===== src/rtl/uart_frame_pkg.sv =====
`default_nettype none
// +------------------------------------------------------------------+
// | uart_frame_pkg                                                   |
// | Frame constants and RX state encoding shared by the UART frame   |
// | streamer (TX) and frame assembler (RX).                          |
// | Rev 1.0 - initial release                                        |
// +------------------------------------------------------------------+
package uart_frame_pkg;

    localparam logic [7:0] HEADER_BYTE  = 8'hAA;
    localparam int         FRAME_WIDTH  = 176;
    localparam int         FRAME_HEIGHT = 240;

    typedef enum logic [2:0] {
        ST_IDLE       = 3'd0,
        ST_HUNT       = 3'd1,
        ST_R          = 3'd2,
        ST_G          = 3'd3,
        ST_B          = 3'd4,
        ST_WRITE      = 3'd5,
        ST_FRAME_DONE = 3'd6
    } rx_state_t;

endpackage
`default_nettype wire


===== src/rtl/uart_rx_frame_fsm.sv =====
`default_nettype none
// +------------------------------------------------------------------+
// | uart_rx_frame_fsm                                                |
// | Pops UART RX bytes, locks onto the frame header and writes packed|
// | {R,G,B} pixels to consecutive frame-buffer addresses.            |
// | Rev 1.0 - initial release                                        |
// +------------------------------------------------------------------+
module uart_rx_frame_fsm #(
    parameter int                    DATA_WIDTH     = 8,
    parameter int                    TOTAL_PIXELS   = uart_frame_pkg::FRAME_WIDTH * uart_frame_pkg::FRAME_HEIGHT,
    parameter int                    ADDR_WIDTH     = $clog2(TOTAL_PIXELS),
    parameter logic [DATA_WIDTH-1:0] HEADER_BYTE    = uart_frame_pkg::HEADER_BYTE,
    parameter int                    TIMEOUT_CYCLES = 1_000_000
) (
    input  logic                    clk,
    input  logic                    reset,
    input  logic                    rx_en,
    input  logic                    rx_fifo_empty,
    input  logic [DATA_WIDTH-1:0]   rx_fifo_rdata,
    output logic                    rx_fifo_pop,
    output logic [ADDR_WIDTH-1:0]   wAddr,
    output logic [DATA_WIDTH*3-1:0] wData,
    output logic                    we,
    output logic                    busy,
    output logic                    pixel_done,
    output logic                    frame_done,
    output logic                    frame_err
);
    import uart_frame_pkg::*;

    localparam int                    CNT_W     = $clog2(TIMEOUT_CYCLES + 1);
    localparam logic [CNT_W-1:0]      TO_LAST   = CNT_W'(TIMEOUT_CYCLES - 1);
    localparam logic [ADDR_WIDTH-1:0] LAST_ADDR = ADDR_WIDTH'(TOTAL_PIXELS - 1);

    rx_state_t                 state_q, state_d;
    logic                      pop_q, pop_d;
    logic [ADDR_WIDTH-1:0]     waddr_q, waddr_d;
    logic [DATA_WIDTH*3-1:0]   wdata_q, wdata_d;
    logic                      we_q, we_d;
    logic                      busy_q, busy_d;
    logic                      pixel_done_q, pixel_done_d;
    logic                      frame_done_q, frame_done_d;
    logic                      frame_err_q, frame_err_d;
    logic [DATA_WIDTH-1:0]     r_q, r_d, g_q, g_d;
    logic [CNT_W-1:0]          cnt_q, cnt_d;
    logic                      accept;
    logic [CNT_W-1:0]          cnt_inc;

    // The registered pop blocks a second accept until the FIFO head has advanced.
    always_comb begin
        accept = 1'b0;
        if (state_q == ST_HUNT || state_q == ST_R || state_q == ST_G || state_q == ST_B)
            accept = !rx_fifo_empty && !pop_q;
    end

    assign cnt_inc = cnt_q + CNT_W'(1);

    always_comb begin
        state_d      = state_q;
        pop_d        = accept;
        waddr_d      = waddr_q;
        wdata_d      = wdata_q;
        we_d         = 1'b0;
        busy_d       = busy_q;
        pixel_done_d = 1'b0;
        frame_done_d = 1'b0;
        frame_err_d  = 1'b0;
        r_d          = r_q;
        g_d          = g_q;
        cnt_d        = cnt_q;

        case (state_q)
            ST_IDLE: begin
                cnt_d = '0;
                if (rx_en)
                    state_d = ST_HUNT;
            end
            ST_HUNT: begin
                cnt_d = '0;
                if (accept) begin
                    if (rx_fifo_rdata == HEADER_BYTE) begin
                        waddr_d = '0;
                        busy_d  = 1'b1;
                        state_d = ST_R;
                    end
                end else if (!rx_en) begin
                    state_d = ST_IDLE;
                end
            end
            ST_R, ST_G, ST_B: begin
                if (accept) begin
                    cnt_d = '0;
                    if (state_q == ST_R) begin
                        r_d     = rx_fifo_rdata;
                        state_d = ST_G;
                    end else if (state_q == ST_G) begin
                        g_d     = rx_fifo_rdata;
                        state_d = ST_B;
                    end else begin
                        wdata_d      = {r_q, g_q, rx_fifo_rdata};
                        we_d         = 1'b1;
                        pixel_done_d = 1'b1;
                        state_d      = ST_WRITE;
                    end
                end else if (cnt_inc == TO_LAST) begin
                    // Abort lands on the edge the counter would reach its limit.
                    cnt_d       = '0;
                    frame_err_d = 1'b1;
                    waddr_d     = '0;
                    busy_d      = 1'b0;
                    state_d     = ST_HUNT;
                end else begin
                    cnt_d = cnt_inc;
                end
            end
            ST_WRITE: begin
                if (waddr_q == LAST_ADDR) begin
                    waddr_d      = '0;
                    frame_done_d = 1'b1;
                    state_d      = ST_FRAME_DONE;
                end else begin
                    waddr_d = waddr_q + ADDR_WIDTH'(1);
                    state_d = ST_R;
                end
            end
            ST_FRAME_DONE: begin
                busy_d  = 1'b0;
                state_d = rx_en ? ST_HUNT : ST_IDLE;
            end
            default: begin
                state_d = ST_IDLE;
            end
        endcase
    end

    always_ff @(posedge clk) begin
        if (reset) begin
            state_q      <= ST_IDLE;
            pop_q        <= 1'b0;
            waddr_q      <= '0;
            wdata_q      <= '0;
            we_q         <= 1'b0;
            busy_q       <= 1'b0;
            pixel_done_q <= 1'b0;
            frame_done_q <= 1'b0;
            frame_err_q  <= 1'b0;
            r_q          <= '0;
            g_q          <= '0;
            cnt_q        <= '0;
        end else begin
            state_q      <= state_d;
            pop_q        <= pop_d;
            waddr_q      <= waddr_d;
            wdata_q      <= wdata_d;
            we_q         <= we_d;
            busy_q       <= busy_d;
            pixel_done_q <= pixel_done_d;
            frame_done_q <= frame_done_d;
            frame_err_q  <= frame_err_d;
            r_q          <= r_d;
            g_q          <= g_d;
            cnt_q        <= cnt_d;
        end
    end

    assign rx_fifo_pop = pop_q;
    assign wAddr       = waddr_q;
    assign wData       = wdata_q;
    assign we          = we_q;
    assign busy        = busy_q;
    assign pixel_done  = pixel_done_q;
    assign frame_done  = frame_done_q;
    assign frame_err   = frame_err_q;

endmodule
`default_nettype wire


===== config.mk =====
export PLATFORM = sky130hd
export DESIGN_NAME = uart_rx_frame_fsm
export DESIGN_NICKNAME = d
export VERILOG_FILES = /design/src/rtl/uart_frame_pkg.sv /design/src/rtl/uart_rx_frame_fsm.sv
export SDC_FILE = /design/constraint.sdc
export NUM_CORES = 1
export LEC_CHECK = 0
export ABC_AREA = 1
export BUFFER_PORTS_ARGS = -buffer_cell sky130_fd_sc_hd__clkbuf_2
export CAP_MARGIN = 20
export CORE_AREA = 8 8 97 99
export CTS_BUF_LIST = sky130_fd_sc_hd__clkbuf_16
export DETAILED_ROUTE_END_ITERATION = 8
export DIE_AREA = 0 0 105 107
export GPL_TIMING_DRIVEN = 0
export HOLD_SLACK_MARGIN = 0.02
export PLACE_DENSITY = 0.73
export SYNTH_ARGS = -nofsm -noshare
export SYNTH_HDL_FRONTEND = slang
export SYNTH_SLANG_ARGS = --single-unit

===== constraint.sdc =====
create_clock -name clk -period 3.8 [get_ports clk]
set_input_delay 0.19 -clock clk [delete_from_list [all_inputs] [get_ports clk]]
set_output_delay 0.19 -clock clk [all_outputs]
set_load 0.01 [all_outputs]

; ---- Word-level counts from Yosys, hierarchy flattened
; Cells that the tools add are included.
[word_totals]
regBits = 84
word_cells = 85
inputBits = 12
out_inout_bits = 46
[classes]
muxes = 29
n_bitwise = 5
n_reduce_logical = 21
add_sub_neg = 2
n_eq_ne = 17
[op_table]
columns = op, count
row1 = 16-bit 2-to-1 mux, 5
row2 = 16-bit one-hot mux with 3 select lines, 1
row3 = 20-bit 2-to-1 mux, 2
row4 = 20-bit one-hot mux with 2 select lines, 1
row5 = 3-bit 2-to-1 mux, 8
row6 = 20-bit by 1-bit adder with 20-bit output (second input constant), 1
row7 = 20-bit equality test (second input constant), 1
row8 = 16-bit by 1-bit adder with 16-bit output (second input constant), 1
row9 = 16-bit equality test (second input constant), 1
row10 = 3-bit one-hot mux with 5 select lines, 1
row11 = 4-bit AND reduction, 3
row12 = 1-bit 2-to-1 mux, 10
row13 = 5-bit AND reduction, 2
row14 = 3-bit equality test (second input constant), 3
row15 = 8-bit equality test (second input constant), 1
row16 = 2-bit != test (second input constant), 4
row17 = 3-bit by 2-bit equality test with 1-bit output (second input constant), 2
row18 = 3-bit != test (second input constant), 2
row19 = 3-bit nonzero test, 2
row20 = 3-bit OR reduction, 2
row21 = 1-bit NOT, 5
row22 = 2-bit OR reduction, 2
row23 = 4-bit OR reduction, 1
row24 = 3-bit by 1-bit equality test with 1-bit output (second input constant), 1
row25 = other kinds (9), 12

; ---- Depth between registers and ports, before layout
; Gate-level depths: netlist (run 1).
[logic_depth]
ltp_word = 7
mapped_depth = 16

; ---- Worst setup path after synthesis (run 1)
; No wires, ideal clock.
[synth_path]
path_kind = register to register
from = register waddr_q[0] (netlist: wAddr[0])
to = register waddr_q[14] (netlist: wAddr[14])
period_less_slack_ps = 2012
t_arrival_ps = 1941
path_slack_ps = 1788
stages_incl_launch_ff = 11
n_path_buf = 0
setup_ps = 70
cell_sequence = dfxtp_1 -> ha_1 -> nand3_1 -> nor2_1 -> nand4_1 -> or2_2 -> nor2_1 -> nand3_1 -> o21ai_0 -> nand3_1 -> a21oi_1
[synth_between]
elab_chain_cells = 3
word_cells_on_any_way = 4
classes_between = add/sub (1) / eq/ne (1) / mux (2)
[synth_rtl]
columns = item, line
row1 = start: declaration, uart_rx_frame_fsm.sv:37  ; logic [ADDR_WIDTH-1:0] waddr_q, waddr_d;
row2 = start signal: assignment, uart_rx_frame_fsm.sv:153  ; waddr_q <= waddr_d;
row3 = 16-bit by 1-bit adder with 16-bit output or 16-bit equality test (tied branches), "uart_rx_frame_fsm.sv:122, uart_rx_frame_fsm.sv:117"
row4 = 16-bit 2-to-1 mux *, uart_rx_frame_fsm.sv:117  ; if (waddr_q == LAST_ADDR) begin
row5 = 16-bit one-hot mux with 3 select lines *, uart_rx_frame_fsm.sv:72  ; case (state_q)
; Every way passes the cells marked *; elsewhere a longest branch is shown, timed or not.
; A chain may end at the register's enable or synchronous reset.

; ---- Worst setup path in the final report (run 1)
[layout_path]
from = register cnt_q[1]
to = register waddr_q[7] (netlist: wAddr[7])
[layout_between]
elab_chain_cells = 4
[layout_rtl]
columns = item, line
row1 = start: declaration, uart_rx_frame_fsm.sv:45  ; logic [CNT_W-1:0] cnt_q, cnt_d;
row2 = start signal: assignment, uart_rx_frame_fsm.sv:162  ; cnt_q <= cnt_d;
row3 = 20-bit by 1-bit adder with 20-bit output, uart_rx_frame_fsm.sv:56  ; assign cnt_inc = cnt_q + CNT_W'(1);
row4 = 20-bit equality test, uart_rx_frame_fsm.sv:105  ; end else if (cnt_inc == TO_LAST) begin
row5 = 2-bit != test (no source line), --
row6 = 5-bit AND reduction (no source line), --
; No other way between the ends.

==> results of run 1 <==
## placed cells by master, fill, tap and decap left out, drive strengths merged, types with 2 or more instances in the layout
cell / count
o21ai: 45
clkbuf: 83
nand3: 42
nor3: 10
buf: 4
xor2: 3
or2: 4
clkinv: 4
o21bai: 2
nand4: 17
ha: 4
dfxtp: 84
nand3b: 3
a21oi: 66
nand2: 160
nor2: 85
inv: 80
## where the power goes
group | internal [mW] | total [mW] | switching, mW
Combinational | 0.205 | 0.613 | 0.408
Sequential | 0.977 | 1.04 | 0.0633
Clock | 0.513 | 0.870 | 0.357
## final cells by class
type / count / area [um^2]
Sequential cell: 84 / 1680
Buffer: 21 / 98.8
Inverter: 79 / 297
Clock inverter: 7 / 76.3
Multi-Input combinational cell: 446 / 2090
Timing Repair Buffer: 57 / 285
Tap cell: 105 / 131
Clock buffer: 9 / 225
Fill cell: 767 / 3040
## critical path, delay by kind of cell, from the launching register on
kind | cells | cell delay (ns)
compound gates | 1 | 0.06
fa+ha+maj | 1 | 0.24
buf+inv | 2 | 0.27
flops | 1 | 0.44
simple gates | 11 | 1.29
## per-layer routing
layer,track usage,share of wire
met5,0,0
met4,0.0805,0.023
met3,0.0540,0.056
met2,0.320,0.47
met1,0.216,0.45
## logic make-up (layout without fill, tap and decap cells)
kind of cell             count (synthesis)  in the layout
AO/OA/AOI/OAI                          116            116
XOR/XNOR                                 3              3
adder cells (fa/ha/maj)                  4              4
buffers and inverters                  100            173
flip-flops                              84             84
AND/OR/NAND/NOR                        323            323
## cells in the mapped netlist (all sizes together)
library cell  number
a21oi             66
a31o               1
buf                4
clkbuf            17
clkinv             2
dfxtp             84
ha                 4
inv               77
nand2            160
nand3             42
nand3b             3
nand4             17
nor2              85
nor3              10
nor3b              1
nor4               1
o211ai             1
o21ai             45
o21bai             2
o31ai              1
or2                4
xor2               3
## worst max path at each step
stage / slack [ns] / from / to
2_1_floorplan: 1.79 / wAddr[0]$_SDFFE_PP0P_ / wAddr[14]$_SDFFE_PP0P_
5_1_grt: 1.12 / cnt_q[1]$_SDFFE_PP0P_ / wAddr[12]$_SDFFE_PP0P_
6_report: 1.37 / cnt_q[1]$_SDFFE_PP0P_ / wAddr[7]$_SDFFE_PP0P_
3_5_place_dp: 1.38 / cnt_q[1]$_SDFFE_PP0P_ / wAddr[7]$_SDFFE_PP0P_
3_3_place_gp: 1.45 / cnt_q[1]$_SDFFE_PP0P_ / wAddr[9]$_SDFFE_PP0P_
4_1_cts: 1.37 / cnt_q[1]$_SDFFE_PP0P_ / wAddr[7]$_SDFFE_PP0P_
## state kept, by name, indices dropped and copies added (netlist names)
signal,flops
frame_done,1
r_q,8
rx_fifo_pop,1
g_q,8
wAddr,16
busy,1
state_q,3
cnt_q,20
frame_err,1
pixel_done,1
wData,24
## through the flow
step	power, mW	hold slack [ns]	util	std cells	cell area, um^2
6_report	2.52	0.175	0.617	808	4890
5_1_grt	2.67	0.175	0.617	808	4890
4_1_cts	2.54	0.162	0.617	808	4890
3_5_place_dp	1.67	0.438	0.579	792	4590
3_3_place_gp	1.65	0.431	0.579	792	4590
2_1_floorplan	1.48	0.338	-	630	4170
==> run summary, run 1 <==
The flow ran to the end, and the final reports show no timing, DRC or antenna violations. In this run the cell area of the synthesized design comes to 4170 um^2. Yosys attributes the largest share of cell area to dfxtp_1 40%, nand2_1 14%, a21oi_1 7.9%. The setup check on the worst reg-to-reg path leaves a slack of 1.37 ns.

In this run the horizontal extent of the chip is 105 um. The xor/xnor cell area share of the yosys netlist is 0.00630. Library cell with the largest summed area after synthesis: dfxtp_1. The share of the clock period used by the worst path was 0.639; the data arrival time of the worst path was 2.63 ns. The largest incremental delay on the critical path is 0.44 ns. The TritonCTS buffer count was 9; the slew at the pin closest to its max-slew limit was 0.968 ns. The data required time of the critical path was 4.00 ns; the final hold violation count was 0. The maximum vdd ir drop is 0.317 mV, and the hold path depth is 3. The number of antenna diodes is 0, and the first-pass GRT wire length is 17.8 mm. The leakage power is 1.95 nW. The number of violations of the max-capacitance limit is 0, and the top-area cell type share of the netlist area is 0.403. The tree is rooted in a clkbuf_16. STA classifies the critical path startpoint as a register. The number of placed I/O pins came out at 58.

The run gives 630 as the number of instances in the synthesized netlist. The tools report the worst flop-to-flop path endpoint as wAddr[7]$_SDFFE_PP0P_. Setup repair after global routing left no endpoint under its margin.

The final weighted congestion of routability-driven global placement is 0.853, and the synthesis warning total is 0. The clock net in this run drives a total of 84 sinks. The worst hold path terminates at g_q[7]$_SDFFE_PP0P_. The logs give 4022 for the number of global-route vias before repair and 7.77 mm for the half-perimeter wire length after detailed placement.

The power per unit of standard cell area is 516 nW/um^2. The mux share of post-synthesis cell area works out to 0. The startpoint identified for the worst register-to-register timing path is cnt_q[1]$_SDFFE_PP0P_.

Once detail routing completed, the nets flagged for antenna violations numbered 0. The area inside the core boundary was 7930 um^2; the proportion of synthesized chip area in sequential cells was 0.403. The H-tree generated during clock tree synthesis spans 3 levels. In this run the worst hold path is classified as input pin to register. For this block, the initial DRC count from the detailed router was 209. In this run the deepest clock path goes through 2 buffers.

The number of synthesized register bits was 84. The cts-stage hold buffer count was 0; the pin count of the biggest net entering global routing was 16. The clock period could shrink to 2.43 ns. The post-synthesis net count was 646; the post-synthesis area per instance was 6.62 um^2. Most common cell type on the critical path: nand2_1. The number of setup buffers added after CTS is 0. The later pin in the worst-skew pair is clocked with a latency of 0.33 ns. Post-layout net count: 714.

Traced cell by cell, the critical path runs through ha_1, inv_1, nor2_4, nand3_1, nand2_1, nand2_1, nor2_1, nand2_1, nor2_1, nand3_2, nand2_2, nand2_2, buf_6, nand2_1, a21oi_1. The post-placement worst setup slack is 1.38 ns. For this run, design rule violations remaining after detail routing come to 0. The floorplan has 33 rows.

The beginning of the worst hold path is rx_fifo_rdata[7]. The run gives 0 as the number of slew-limit violations in the final report. The logs give 0.350 for the relative slew slack and 0 for the count of cells resized by post-cts repair. Dividing the detail-routed wire length by the instance count gives 12.7 um. The critical path's slowest cell was dfxtp_1.

After clock tree synthesis, the clock-pin slew on the worst setup and hold paths is 0.06 ns. TritonCTS built the clock tree. The die covers 11200 um^2.

The setup path with the least slack is of type register to register. The basic-gate share of the synthesized area counting and, or, nand and nor cells is 0.340, and the effective utilization at floorplan is 0.526. The adder and majority cell fraction of the synthesized area works out to 0.0120. The run gives 1.37 ns as the final setup slack of the worst path. Setup violations remaining at the end of the flow were counted as 0.

Using the TritonRoute via totals, the vias-per-cell ratio works out to 5.21. The global-route usage over all layers is 0.188, and the signed area change from the synthesized netlist to the final layout is 17.2%. The final-layout setup total negative slack was 0 ns. The run gives 10.3 mm as the total length of routed wires. The initial antenna violation count is 0, and the ratio of cells with drive above 1 in the final layout is 0.141. After synthesis, the largest family of logic cells by area is simple AND/OR/NAND/NOR gates.

The number of input and output port buffers inserted was 57; the number of cells traversed by the worst register-to-register path was 15. The die is 107 um tall. The first-pass iteration count of the detailed router came out at 4.

Critical path endpoint category: a register. The routed layout has 4213 vias. The tools report the timing-limited maximum frequency as 412 MHz. Across the routed clock network, the largest skew measured is 0.00795 ns.

After global routing the overflow that remains totals 0. Along the worst path, the maximum fanout reaches 10. Complex-gate fraction of the synthesized area: 0.143. The synthesized netlist contains 31 unique library cells.
(Power assumes the default switching activity.)
==> inputs of run 2 (changes only) <==
Settings changed: ABC_AREA 1 to 0, CORE_AREA 8 8 97 99 to 8 8 100 102, DIE_AREA 0 0 105 107 to 0 0 108 110.
Clock period 3.8 ns to 1.96 ns, I/O delays scaled along.
==> run 2 against run 1 <==
  * The flow now finishes with violations (setup timing)
  * Final cell count down 8.0%
  * Register-to-register slack worse by 2.0 ns
  * Total power up 43%
  * Hold slack worse by 0.14 ns
  * Wire length up 27%
  * Clock power up 91%
  * Global-route usage up 2.5 points
  * Clock skew down 0.0020 ns
==> run summary, run 2 <==
Buffers inserted during clock tree synthesis total 9. The residual DRC count is 0. Worst setup path category: register to register. The count of clock tree sinks is 84, and the fraction of power spent switching nets is 0.257. For the data required time of the critical path, the log shows 2.15 ns. The number of nets in the synthesized netlist is 551. The initial antenna violation count is 0, and the vertical extent of the die is 110 um. The final reports fail on setup timing.

The number of antenna diodes was 0; the ratio of cells with drive above 1 in the final layout was 0.324. The half-perimeter wire length after detailed placement was 8.38 mm; the clock skew was 0.00591 ns. The most common cell after layout, fill and taps aside was nand2_1.

The proportion of synthesized flip-flops having asynchronous set or reset is 0. The tools report the cell at the root of the clock tree as clkbuf_16. The flow ran to the end, but the final reports show violations. Yosys printed 0 warnings. The routed via count divided by cell count was 6.07; the post-layout minimum cycle time was 2.56 ns. Setup repair after global routing could not meet its margin everywhere. The top-area cell type share of the netlist area works out to 0.392. The part of the total power dissipated in the clock network is 0.459, and the post-synthesis area per instance is 8.02 um^2. The count of nets left with antenna violations once routing finished came out at 0. In the post-synthesis netlist, the cell with the most instances is nand2_1. The number of global-route vias before repair was 4327; the post-layout total power was 3.61 mW. Dividing total power by cell area gives a power density of 629 nW/um^2.

The number of flip-flops in the largest register was 24. The cell-internal power is 2.68 mW. Ranked by instance count, the synthesized netlist is headed by 97 x nand2_1, 84 x dfxtp_1, 63 x a21oi_1, 36 x nor2_1, 31 x nand3_1. TritonCTS built the clock tree.

For the number of placed I/O pins, the log shows 58. In this run the worst path has a maximum fanout of 6. VDD sags by at most 0.545 mV. Input and output buffers added on the ports amount to 57.

The proportion of synthesized chip area in sequential cells came out at 0.392. The sequential group share of total power was 0.474; the total length of routed wires was 13.1 mm. The remaining global-route overflow was 0. For this block, the via count after detailed routing is 4512. The pre-antenna-repair detailed-routing pass consisted of 6 iterations.

The floorplan has 34 rows. In the layout the commonest cells are 97 x nand2_1, 72 x dfxtp_1, 65 x clkbuf_2. The core region is 8470 um^2.

The worst setup path is captured at a register. The net count of the finished layout is 646. The number of unique standard cell types used by synthesis came out at 61. For the power spent charging and discharging nets, the log shows 928 uW.

Counting flops with a built-in enable in the synthesized netlist gives 0. The classification of the worst-slack hold path was input pin to register. Number of instances in the synthesized netlist: 535. In the synthesized netlist the dominant register cell turns out to be dfxtp_1.

Timing analysis after detailed placement gives a worst setup slack of -0.683 ns. Clock latency on the worst-skew pair, taken at its later pin, is 0.35 ns. The startpoint type of the worst setup path is a register. The relative slew slack was 0.453. The count of final setup violators came out at 41. The leakage power is 2.05 nW, and the first-pass GRT wire length is 20.6 mm. The signed area change from the synthesized netlist to the final layout is 33.8%, and the final weighted congestion of routability-driven global placement is 0.875.

The worst hold slack was 0.0327 ns; the width of the chip was 108 um. The tool flagged a number of max-cap violations equal to 0. In the final timing run, aggregate negative setup slack is -20.93 ns.

H-tree depth reported by CTS: 3. The combinational fraction of design power is 0.066, and the post-detailed-route wirelength per cell is 17.7 um. The total die area came out at 11900 um^2. Derived from the worst setup path, the maximum achievable clock frequency is 390 MHz. The logs give 0 for the final hold violation count and 0 for the cts-stage hold buffer count.

The biggest area contributor in the post-synthesis netlist is dfxtp_1. Counting along the longest clock path gives a buffer depth of 2. Pin count of the biggest net entering global routing: 18. Number of slew-limit violations in the final report: 0.

The first routing iteration left 271 violations. After synthesis, the cell types taking the most area are dfxtp_1 39%, nand2_1 8.5%, a21oi_1 7.3%. The share of the clock period used by the worst path came out at 1.31. The CTS clock-pin slew for the worst setup and hold paths was 0.07 ns. The slew at the pin closest to its max-slew limit was 0.818 ns; the final standard cell utilization of the core was 0.678. Setup slack on the worst reg-to-reg path comes out at -0.60 ns. Global-route usage over all layers: 0.213. The cell area that synthesis handed to floorplanning was 4290 um^2. At the worst endpoint, the arrival time is 2.75 ns.

The final setup slack of the worst path was -0.601 ns; the number of synthesized register bits was 84. The effective utilization at floorplan came out at 0.507.
[run 2: changes by cell type in the layout (fill, tap and decap cells not counted), sizes merged, moves of 15 or more]
| cell | previous run | this run |
|---|---|---|
| o21ai | 45 | 16 |
| nor4 | 1 | 16 |
| buf | 4 | 41 |
| nor2 | 85 | 37 |
| nand2 | 160 | 97 |
| inv | 80 | 11 |
[run 2: power by group through the flow]
| stage | combinational (mW) | clock, mW | sequential [mW] |
|---|---|---|---|
| 6_report | 0.240 | 1.66 | 1.71 |
| 3_3_place_gp | 0.169 | 0 | 1.76 |
| 4_1_cts | 0.190 | 1.68 | 1.72 |
| 2_1_floorplan | 0.111 | 0 | 1.76 |
| 3_5_place_dp | 0.172 | 0 | 1.76 |
| 5_1_grt | 0.257 | 1.75 | 1.71 |
[run 2: area by class of cell]
cell class	instances	area, um^2
buffer	41	255
sequential	84	1710
clock inverter	7	68.8
timing repair buffer	84	578
clock buffer	9	225
inverter	8	30.0
tap	108	135
fill	657	2720
multi-input combinational	402	2740
[run 2: cells by family after synthesis]
family | share of synthesized area
AND/OR/NAND/NOR | 0.289
AO/OA/AOI/OAI | 0.222
flip-flops | 0.392
buffers and inverters | 0.0487
multiplexers | 0.0210
XOR/XNOR | 0.0160
adder cells (fa/ha/maj) | 0.0117
[run 2: stage by stage]
stage                     cell area (um^2)  std cells
after CTS                             5400        733
after global routing                  5740        743
after detailed placement              4790        700
after floorplan                       4370        535
final                                 5740        743
after global placement                4790        700
[run 2: worst max-delay path, cell delays in order (launching register included)]
cell and delay [ns]:
dfxtp_4 0.38, ha_4 0.17, and2_4 0.17, a211o_1 0.27
a211oi_2 0.31, o2111a_4 0.34, a41oi_4 0.19, nor3_4 0.30
buf_6 0.17, a311oi_2 0.10
[run 2: final timing paths]
| check | from | cells after the start | to |
|---|---|---|---|
| max | cnt_q[0]$_SDFFE_PP0P_ | 9 | wAddr[3]$_SDFFE_PP0P_ |
| min reg2reg | r_q[2]$_SDFFE_PP0P_ | 2 | wData[18]$_SDFFE_PP0P_ |
| min | rx_fifo_rdata[0] | 3 | wData[0]$_SDFFE_PP0P_ |
| max reg2reg | cnt_q[0]$_SDFFE_PP0P_ | 9 | wAddr[3]$_SDFFE_PP0P_ |
[run 2: repair_timing]
item,CTS,global route
pin swaps,26,40
gates cloned,2,2
resized for setup,50,72
buffers inserted,15,8
setup endpoints to repair,61,78
[run 2: routing by layer]
| metal | global-route usage | wire length [um] | share of wire | up-vias |
|---|---|---|---|---|
| met3 | 0.0401 | 638 | 0.049 | 34 |
| met1 | 0.256 | 5460 | 0.42 | 2171 |
| met4 | 0.0902 | 329 | 0.025 | 0 |
| met5 | 0 | 0 | 0 | - |
| met2 | 0.364 | 6690 | 0.51 | 168 |
| li1 | - | - | - | 2139 |
